$ cat config.mk
export PLATFORM = sky130hd
export DESIGN_NAME = vx_mask_decoder
export DESIGN_NICKNAME = d
export VERILOG_FILES = /design/src/rtl/vx_mask_pkg.sv /design/src/rtl/VX_popcount.sv /design/src/rtl/vx_index_onehot.sv /design/src/rtl/vx_mask_decoder.sv
export SDC_FILE = /design/constraint.sdc
export NUM_CORES = 1
export LEC_CHECK = 0
export BUFFER_PORTS_ARGS = -buffer_cell sky130_fd_sc_hd__buf_2
export CAP_MARGIN = 25
export CORE_AREA = 2 2 67 69
export CTS_BUF_LIST = sky130_fd_sc_hd__clkbuf_8
export CTS_CLUSTER_DIAMETER = 100
export DETAILED_ROUTE_END_ITERATION = 8
export DIE_AREA = 0 0 69 71
export PLACE_DENSITY = 0.6
export SLEW_MARGIN = 20
export SYNTH_ARGS = -nofsm -noshare
export SYNTH_HDL_FRONTEND = slang
export SYNTH_SLANG_ARGS = --single-unit
$ cat constraint.sdc
create_clock -name clk -period 3.3 [get_ports clk]
set_input_delay 0.495 -clock clk [delete_from_list [all_inputs] [get_ports clk]]
set_output_delay 0.495 -clock clk [all_outputs]
set_load 0.005 [all_outputs]
$ cat src/rtl/vx_mask_pkg.sv
// Shared types and width helpers for the streaming index-to-mask decoder.
package vx_mask_pkg;

    typedef enum logic {
        EMPTY = 1'b0,
        ACCUM = 1'b1
    } accState_e;

    function automatic int log2Up(input int n);
        return (n > 1) ? $clog2(n) : 1;
    endfunction

    function automatic int countWidth(input int ln);
        return ln + 1;
    endfunction

endpackage

$ cat src/rtl/VX_popcount.sv
// Combinational population count of an N-bit vector into an M-bit result.
module VX_popcount #(
    parameter int N = 8,
    parameter int M = $clog2(N + 1)
) (
    input  logic [N-1:0] data_in,
    output logic [M-1:0] data_out
);

    always_comb begin
        data_out = '0;
        for (int i = 0; i < N; i++) begin
            data_out = data_out + M'(data_in[i]);
        end
    end

endmodule

$ cat src/rtl/vx_index_onehot.sv
// Combinational binary-index to one-hot decoder; indices >= N decode to zero and flag range_err.
module vx_index_onehot
    import vx_mask_pkg::*;
#(
    parameter int N       = 8,
    parameter bit REVERSE = 1'b0,
    parameter int LN      = log2Up(N)
) (
    input  logic [LN-1:0] index,
    output logic [N-1:0]  onehot,
    output logic          range_err
);

    always_comb begin
        onehot    = '0;
        range_err = (int'(index) >= N);
        for (int i = 0; i < N; i++) begin
            if (int'(index) == i) begin
                onehot[REVERSE ? (N - 1 - i) : i] = 1'b1;
            end
        end
    end

endmodule

$ cat src/rtl/vx_mask_decoder.sv
// Streaming index-to-mask decoder: OR-accumulates one-hot indices per message and hands the mask downstream.
// Optional duplicate-index reporting (out_dup) is enabled by defining VX_MASK_DECODER_DUP_CHK_EN.
module vx_mask_decoder
    import vx_mask_pkg::*;
#(
    parameter int N       = 8,
    parameter bit REVERSE = 1'b0,
    parameter int LN      = log2Up(N)
) (
    input  logic                      clk,
    input  logic                      reset_n,
    input  logic                      in_valid,
    input  logic [LN-1:0]             in_index,
    input  logic                      in_last,
    output logic                      in_ready,
    output logic                      out_valid,
    output logic [N-1:0]              out_mask,
    output logic [countWidth(LN)-1:0] out_count,
    output logic                      out_err,
`ifdef VX_MASK_DECODER_DUP_CHK_EN
    output logic                      out_dup,
`endif
    input  logic                      out_ready
);

    localparam int CW = countWidth(LN);

    accState_e state_q, state_d;

    logic [N-1:0]  accMask_q, accMask_d;
    logic          accErr_q, accErr_d;
    logic          outValid_q, outValid_d;
    logic [N-1:0]  outMask_q, outMask_d;
    logic [CW-1:0] outCount_q, outCount_d;
    logic          outErr_q, outErr_d;

    logic          accept;
    logic [N-1:0]  onehot;
    logic          rangeErr;
    logic [N-1:0]  baseMask;
    logic [N-1:0]  nextMask;
    logic          nextErr;
    logic [CW-1:0] nextCount;

    vx_index_onehot #(
        .N       (N),
        .REVERSE (REVERSE),
        .LN      (LN)
    ) u_onehot (
        .index     (in_index),
        .onehot    (onehot),
        .range_err (rangeErr)
    );

    // The count is taken from the mask about to be registered, never from the live inputs.
    VX_popcount #(
        .N (N),
        .M (CW)
    ) u_popcount (
        .data_in  (nextMask),
        .data_out (nextCount)
    );

    assign in_ready = !outValid_q | out_ready;
    assign accept   = in_valid & in_ready;
    assign baseMask = (state_q == ACCUM) ? accMask_q : '0;
    assign nextMask = baseMask | onehot;
    assign nextErr  = ((state_q == ACCUM) & accErr_q) | rangeErr;

`ifdef VX_MASK_DECODER_DUP_CHK_EN
    logic accDup_q, accDup_d;
    logic outDup_q, outDup_d;
    logic nextDup;

    assign nextDup = ((state_q == ACCUM) & accDup_q) | (|(baseMask & onehot));
    assign out_dup = outDup_q;
`endif

    always_ff @(posedge clk or negedge reset_n) begin
        if (!reset_n) begin
            state_q <= EMPTY;
        end else begin
            state_q <= state_d;
        end
    end

    always_comb begin
        state_d = state_q;
        if (accept) begin
            state_d = in_last ? EMPTY : ACCUM;
        end
    end

    // A last beat closes the message: its mask goes to the output register and the accumulator restarts.
    always_comb begin
        accMask_d  = accMask_q;
        accErr_d   = accErr_q;
        outValid_d = outValid_q;
        outMask_d  = outMask_q;
        outCount_d = outCount_q;
        outErr_d   = outErr_q;
`ifdef VX_MASK_DECODER_DUP_CHK_EN
        accDup_d   = accDup_q;
        outDup_d   = outDup_q;
`endif
        if (outValid_q && out_ready) begin
            outValid_d = 1'b0;
        end
        if (accept) begin
            if (in_last) begin
                accMask_d  = '0;
                accErr_d   = 1'b0;
                outValid_d = 1'b1;
                outMask_d  = nextMask;
                outCount_d = nextCount;
                outErr_d   = nextErr;
`ifdef VX_MASK_DECODER_DUP_CHK_EN
                accDup_d   = 1'b0;
                outDup_d   = nextDup;
`endif
            end else begin
                accMask_d  = nextMask;
                accErr_d   = nextErr;
`ifdef VX_MASK_DECODER_DUP_CHK_EN
                accDup_d   = nextDup;
`endif
            end
        end
    end

    always_ff @(posedge clk or negedge reset_n) begin
        if (!reset_n) begin
            accMask_q  <= '0;
            accErr_q   <= 1'b0;
            outValid_q <= 1'b0;
            outMask_q  <= '0;
            outCount_q <= '0;
            outErr_q   <= 1'b0;
`ifdef VX_MASK_DECODER_DUP_CHK_EN
            accDup_q   <= 1'b0;
            outDup_q   <= 1'b0;
`endif
        end else begin
            accMask_q  <= accMask_d;
            accErr_q   <= accErr_d;
            outValid_q <= outValid_d;
            outMask_q  <= outMask_d;
            outCount_q <= outCount_d;
            outErr_q   <= outErr_d;
`ifdef VX_MASK_DECODER_DUP_CHK_EN
            accDup_q   <= accDup_d;
            outDup_q   <= outDup_d;
`endif
        end
    end

    assign out_valid = outValid_q;
    assign out_mask  = outMask_q;
    assign out_count = outCount_q;
    assign out_err   = outErr_q;

endmodule

**After elaboration in Yosys (flattened, before gate mapping)**

Cells that the tools add are included.
W data, S select, Z words.

- Bits in registers: 24
- Bits in latches: 0
- RAM bits: 0
- Bits in read-only memories: 0
- Input bits: 8
- Output and inout bits: 15
- Logic and storage cells: 44
- Memories: 0

- Add/sub/neg operators: 7
- $mul: 0
- Divide/modulo/power cells: 0
- $lt $le $gt $ge: 0
- Equal/unequal tests: 7
- Shifts and indexed selects: 0
- Multiplexer cells: 15
- Bitwise gates (word level): 4
- Reductions and logical operators: 4

Operators with widths:

| kind | number |
|---|---|
| $add A4 B1 Y4 | 6 |
| $mux W8 | 2 |
| $mux W1 | 13 |
| $eq A3 B3 Y1 const B | 4 |
| $or A8 B8 Y8 | 1 |
| $eq A3 B2 Y1 const B | 2 |
| $eq A3 B1 Y1 const B | 1 |
| $logic_not A3 Y1 | 1 |
| $add A1 B1 Y2 | 1 |
| $and A1 B1 Y1 | 2 |
| $reduce_and A2 Y1 | 1 |
| $logic_and A1 B1 Y1 | 1 |
| $logic_not A1 Y1 | 1 |
| $or A1 B1 Y1 | 1 |

**Depth between registers and ports, before layout**

- Depth after elaboration: 10
- Gate-level depth with buffers: 11
- Gate-level depth less buffers: 11

**Hierarchy**

From an unflattened synthesis, not the netlist that was laid out.

- Cells, all modules: 104
- Area, all modules: 1302.5 um^2

By module, submodules not included:

| module | times used | cells an instance | area an instance (um^2) | sequential area each (um^2) |
|---|---|---|---|---|
| vx_mask_decoder | 1 | 76 | 1058.5 | 600.6 |
| VX_popcount | 1 | 18 | 167.7 | 0.0 |
| vx_index_onehot | 1 | 10 | 76.3 | 0.0 |

**Worst setup path before layout**

No wires, ideal clock.

- Kind: in2reg
- Start point: input port in_index[0]
- End point: register outCount_q[2] (netlist: out_count[2])
- Setup time: 125 ps
- Arrival: 3254 ps
- Required time: 3175 ps
- Path slack: -79 ps
- Stages: 10
- Buffers on the path: 0
- Cells stage by stage: inv_1 -> a22o_1 -> ha_1 -> fa_1 -> inv_1 -> fa_1 -> fa_1 -> fa_1 -> xnor2_1 -> mux2_2

- Longest elaborated chain between the ends: 10
- Elaborated cells between the ends (all ways): 24
- Those cells by class: 7 x add/sub; 7 x eq/ne; 8 x mux; 1 x bitwise; 1 x reduce/logical

Ends and longest elaborated chain:

| item | RTL line | source |
|---|---|---|
| start, declared | vx_mask_decoder.sv:13 | `input logic [LN-1:0] in_index,` |
| $logic_not A3 Y1 | vx_index_onehot.sv:18 | `if (int'(index) == i) begin` |
| $mux W1 | vx_index_onehot.sv:18 |  |
| $or A8 B8 Y8 | vx_mask_decoder.sv:67 | `assign nextMask = baseMask \| onehot;` |
| named net nextMask[0] | vx_mask_decoder.sv:41 | `logic [N-1:0] nextMask;` |
| $add A1 B1 Y2 | VX_popcount.sv:13 | `data_out = data_out + M'(data_in[i]);` |
| $add A4 B1 Y4 (6 in series) | VX_popcount.sv:13 |  |
| end signal, assigned | vx_mask_decoder.sv:148 | `outCount_q <= outCount_d;` |
| end, declared | vx_mask_decoder.sv:34 | `logic [CW-1:0] outCount_q, outCount_d;` |

The timed path passes the listed nets, and every way through them passes these cells.
A chain may end at the register's enable or synchronous reset.

**Worst setup path after layout**

- Start point: register state_q
- End point: register outCount_q[2] (netlist: out_count[2])

- Longest elaborated chain between the ends: 9

Ends and longest elaborated chain:

| item | RTL line | source |
|---|---|---|
| start, declared | vx_mask_decoder.sv:28 | `accState_e state_q, state_d;` |
| start signal, assigned | vx_mask_decoder.sv:83 | `state_q <= state_d;` |
| $mux W8 | vx_mask_decoder.sv:66 | `assign baseMask = (state_q == ACCUM) ? accMask_q : '0;` |
| $or A8 B8 Y8 | vx_mask_decoder.sv:67 |  |
| named net nextMask[1] | vx_mask_decoder.sv:41 |  |
| $add A1 B1 Y2 | VX_popcount.sv:13 |  |
| $add A4 B1 Y4 (6 in series) | VX_popcount.sv:13 |  |

The timed path passes the listed nets, and every way through them passes these cells.

==> impl_metrics.csv <==
group,metric,value,unit
timing,finalCritPeriodShare,98.2,%
power_and_ir_drop,clockPowerShare,26.5,%
min_path,hold_path.class,"primary input to async pin",
timing,hold_violations,0,
job,drv_cap,0,
clock_tree,ctsHoldBuffers,0,
route,wl_per_cell,13.3,um
timing,hold_slack,0.198,ns
timing,grt_setup_unrepaired,"true",
synth,ys_warn_count,0,
route,ant_nets,0,
power_and_ir_drop,ir_drop,0.167,mV
cells_and_area,seqCellArea,601,um^2
synth,synth_area,1200,um^2
synth,ys_seq_area_share,50.1,%
setup_path,cp_num_buf_inv,1,
power_and_ir_drop,p_sw,205,uW
grt,grt.overflow.total,0,
timing,skew,0.00204,ns
die,rows,24,
cells_and_area,fin_nets,144,
placed_design,io_buffers,22,
synth,yosys.cell_types.count,25,
grt,grt_pass1_vias,896,
grt,antenna_found_initial,0,
timing,slew_violations,0,
synth,synth_edf_count,0,
route,drc,0,
cells_and_area,antenna_cells,0,
route,vias_per_cell,4.69,
grt,grt.total_usage,10.5,%
power_and_ir_drop,combPwrFrac,26.2,%
grt,grt_max_degree,25,
cells_and_area,fill_cells,416,
die,fp.dieW,69,um
timing,slew_headroom,64.8,%
placed_design,dpl_cell_area,1420,um^2
setup_path,startpoint_type,"flip-flop",
synth,ys_ff_latch,24,
placed_design,dpl.hpwl,1850,um
clock_tree,insertion_delay,0.26,ns
power_and_ir_drop,power.density,497,nW/um^2
cells_and_area,drive_above_1_share,41.4,%
timing,finalCriticalPeriod,3.24,ns
clock_tree,htree_num_levels,1,
route,wl,2400,um
synth,synthTopCellsByCount,"dfrtp_1 (24), a22o_1 (10), inv_1 (9), mux2_2 (9), o21ai_0 (7)",
route,drt_iter0_drc,23,
setup_path,crit_slowest_cell,"fa_1",
power_and_ir_drop,p_int,538,uW
power_and_ir_drop,seq_power_share,47.3,%
setup_path,crit_type,"flip-flop to flip-flop",
die,dieArea,4900,um^2
die,pin_count,23,
placed_design,gp_congestion,0.856,
synth,yosys.area.top_type_share,50.1,%
setup_path,cp.required,3.46,ns
synth,synthArstFlopShare,100,%
synth,yosys.area.top_type,"dfrtp_1",
setup_path,slowest_delay,0.52,ns
synth,syn-instance-count,96,
setup_path,crit_chain,"a22o_1 > ha_4 > fa_1 > inv_2 > fa_1 > fa_2 > fa_2 > xnor2_1 > mux2_4",
die,initial_core_util,28.5,%
route,vias,845,
clock_tree,clock_sinks,24,
setup_path,worstPathMaxFanout,5,
timing,setup_viol,0,
route,drt_first_pass_iters,4,
synth,yosys-top-cells-area,"dfrtp_1 (50%), mux2_2 (8.4%), a22o_1 (7.3%), fa_1 (6.7%), ha_1 (3.1%)",
cells_and_area,final_area,1500,um^2
die,dieHeight,71,um
synth,synthFlopType,"dfrtp_1",
synth,yosysMostFrequentCell,"dfrtp_1",
setup_path,endpoint_kind,"flip-flop",
cells_and_area,syn2layout_area_growth,24.6,%
status,status,"complete, no violations",
setup_path,cp_top_family,"adder cells",
clock_tree,cts_buffers,3,
synth,syn_nets,111,
synth,synth.avg_cell_area,12.5,um^2
clock_tree,clk_pin_slew,0.08,ns
clock_tree,cts_buffer_depth,2,
setup_path,arrival,3.40,ns
power_and_ir_drop,p_leak,0.000743,uW
grt,grt_first_pass_wirelength,4070,um
timing,fmax,309,MHz
clock_tree,tritoncts,"yes",
die,core_area,4200,um^2
timing,max_slew.worst_pin.slew,0.528,ns
cells_and_area,multi_input_area,567,um^2
clock_tree,cts_root_buffer,"clkbuf_8",
power_and_ir_drop,sw_frac_of_total,27.6,%
## power by group through the flow
| stage | Sequential, uW | Clock, uW | Combinational (uW) |
|---|---|---|---|
| 6_report | 351 | 196 | 195 |
| 5_1_grt | 358 | 222 | 216 |
| 4_1_cts | 352 | 202 | 189 |
| 3_5_place_dp | 358 | 0 | 188 |
| 3_3_place_gp | 357 | 0 | 181 |
| 2_1_floorplan | 358 | 0 | 106 |
## registers in the layout, summed over array words and instances, names as in the netlist
register / flops
accMask_q: 8
out_mask: 8
accErr_q: 1
state_q: 1
out_valid: 1
out_count: 4
out_err: 1
## area by class of cell
cell class,count,area share (%)
Tap cell,52,4.35
Multi-Input combinational cell,60,37.9
Sequential cell,24,40.2
Timing Repair Buffer,30,11.4
Clock buffer,4,3.68
Inverter,10,2.51
## metrics by stage
step | std cells | worst slack, ns | util [%] | TNS [ns] | power, uW
6_report | 180 | 0.0610 | 35.6 | 0 | 742
5_1_grt | 180 | -0.0251 | 35.6 | -0.0251 | 796
4_1_cts | 179 | 0.0233 | 35.0 | 0 | 743
3_5_place_dp | 175 | -0.230 | 33.7 | -0.375 | 546
3_3_place_gp | 175 | -0.160 | 33.7 | -0.236 | 538
2_1_floorplan | 96 | 0.0251 | - | 0 | 464
## what timing repair did
item,4_1_cts,5_1_grt
buffers inserted,0,1
resized for setup,0,3
setup endpoints to repair,0,1
## placed cells by master, fill, tap and decap left out, types with 2 or more instances in the layout
master / count
nand2b_1: 2
o21ai_0: 7
clkbuf_8: 4
buf_2: 22
o21ai_1: 2
inv_1: 8
fa_1: 2
fa_2: 2
nor2_1: 2
o31ai_1: 4
nand2_1: 6
nand2_4: 2
dfrtp_1: 24
mux2_2: 8
ha_1: 2
a22o_1: 10
buf_4: 8
inv_2: 2
## worst paths after layout
path | depth (start not counted) | slack (ns) | endpoint | from
max in group asynchronous | 1 | 2.75 | accMask_q[2] | reset_n
setup reg to reg | 9 | 0.06 | out_count[2] | state_q
hold / removal | 1 | 0.20 | out_count[1] | reset_n
setup / recovery | 9 | 0.06 | out_count[2] | state_q
hold reg to reg | 2 | 0.50 | out_count[1] | out_count[1]
min in group clk | 2 | 0.50 | out_count[1] | out_count[1]
## metal layers
metal / GRT usage (%) / part of all wire, % / vias up
met5: 0 / 0 / -
met4: 5.23 / 2.1 / 0
met3: 1.85 / 3.0 / 5
met2: 17.0 / 48 / 19
met1: 13.5 / 47 / 415
li1: - / - / 406
## cell families (layout without fill, tap and decap cells)
kind of cell / count (synthesis) / count (layout) / synth area share [%]
muxes: 9 / 9 / 8.45
DFF: 24 / 24 / 50.1
xor gates and xnor gates: 1 / 1 / 0.730
buffers and inverters: 12 / 44 / 4.48
AOI/OAI and AO/OA: 27 / 27 / 16.2
adders and majority gates: 7 / 7 / 9.80
and+or+nand+nor: 16 / 16 / 10.3
## worst reg2reg max path, stage by stage, from the launching register on
cell	delay (ns)
dfrtp_1	0.44
a22o_1	0.28
ha_4	0.25
fa_1	0.52
inv_2	0.04
fa_1	0.47
fa_2	0.39
fa_2	0.35
xnor2_1	0.13
mux2_4	0.25
Power figures use the tool's default switching activity.
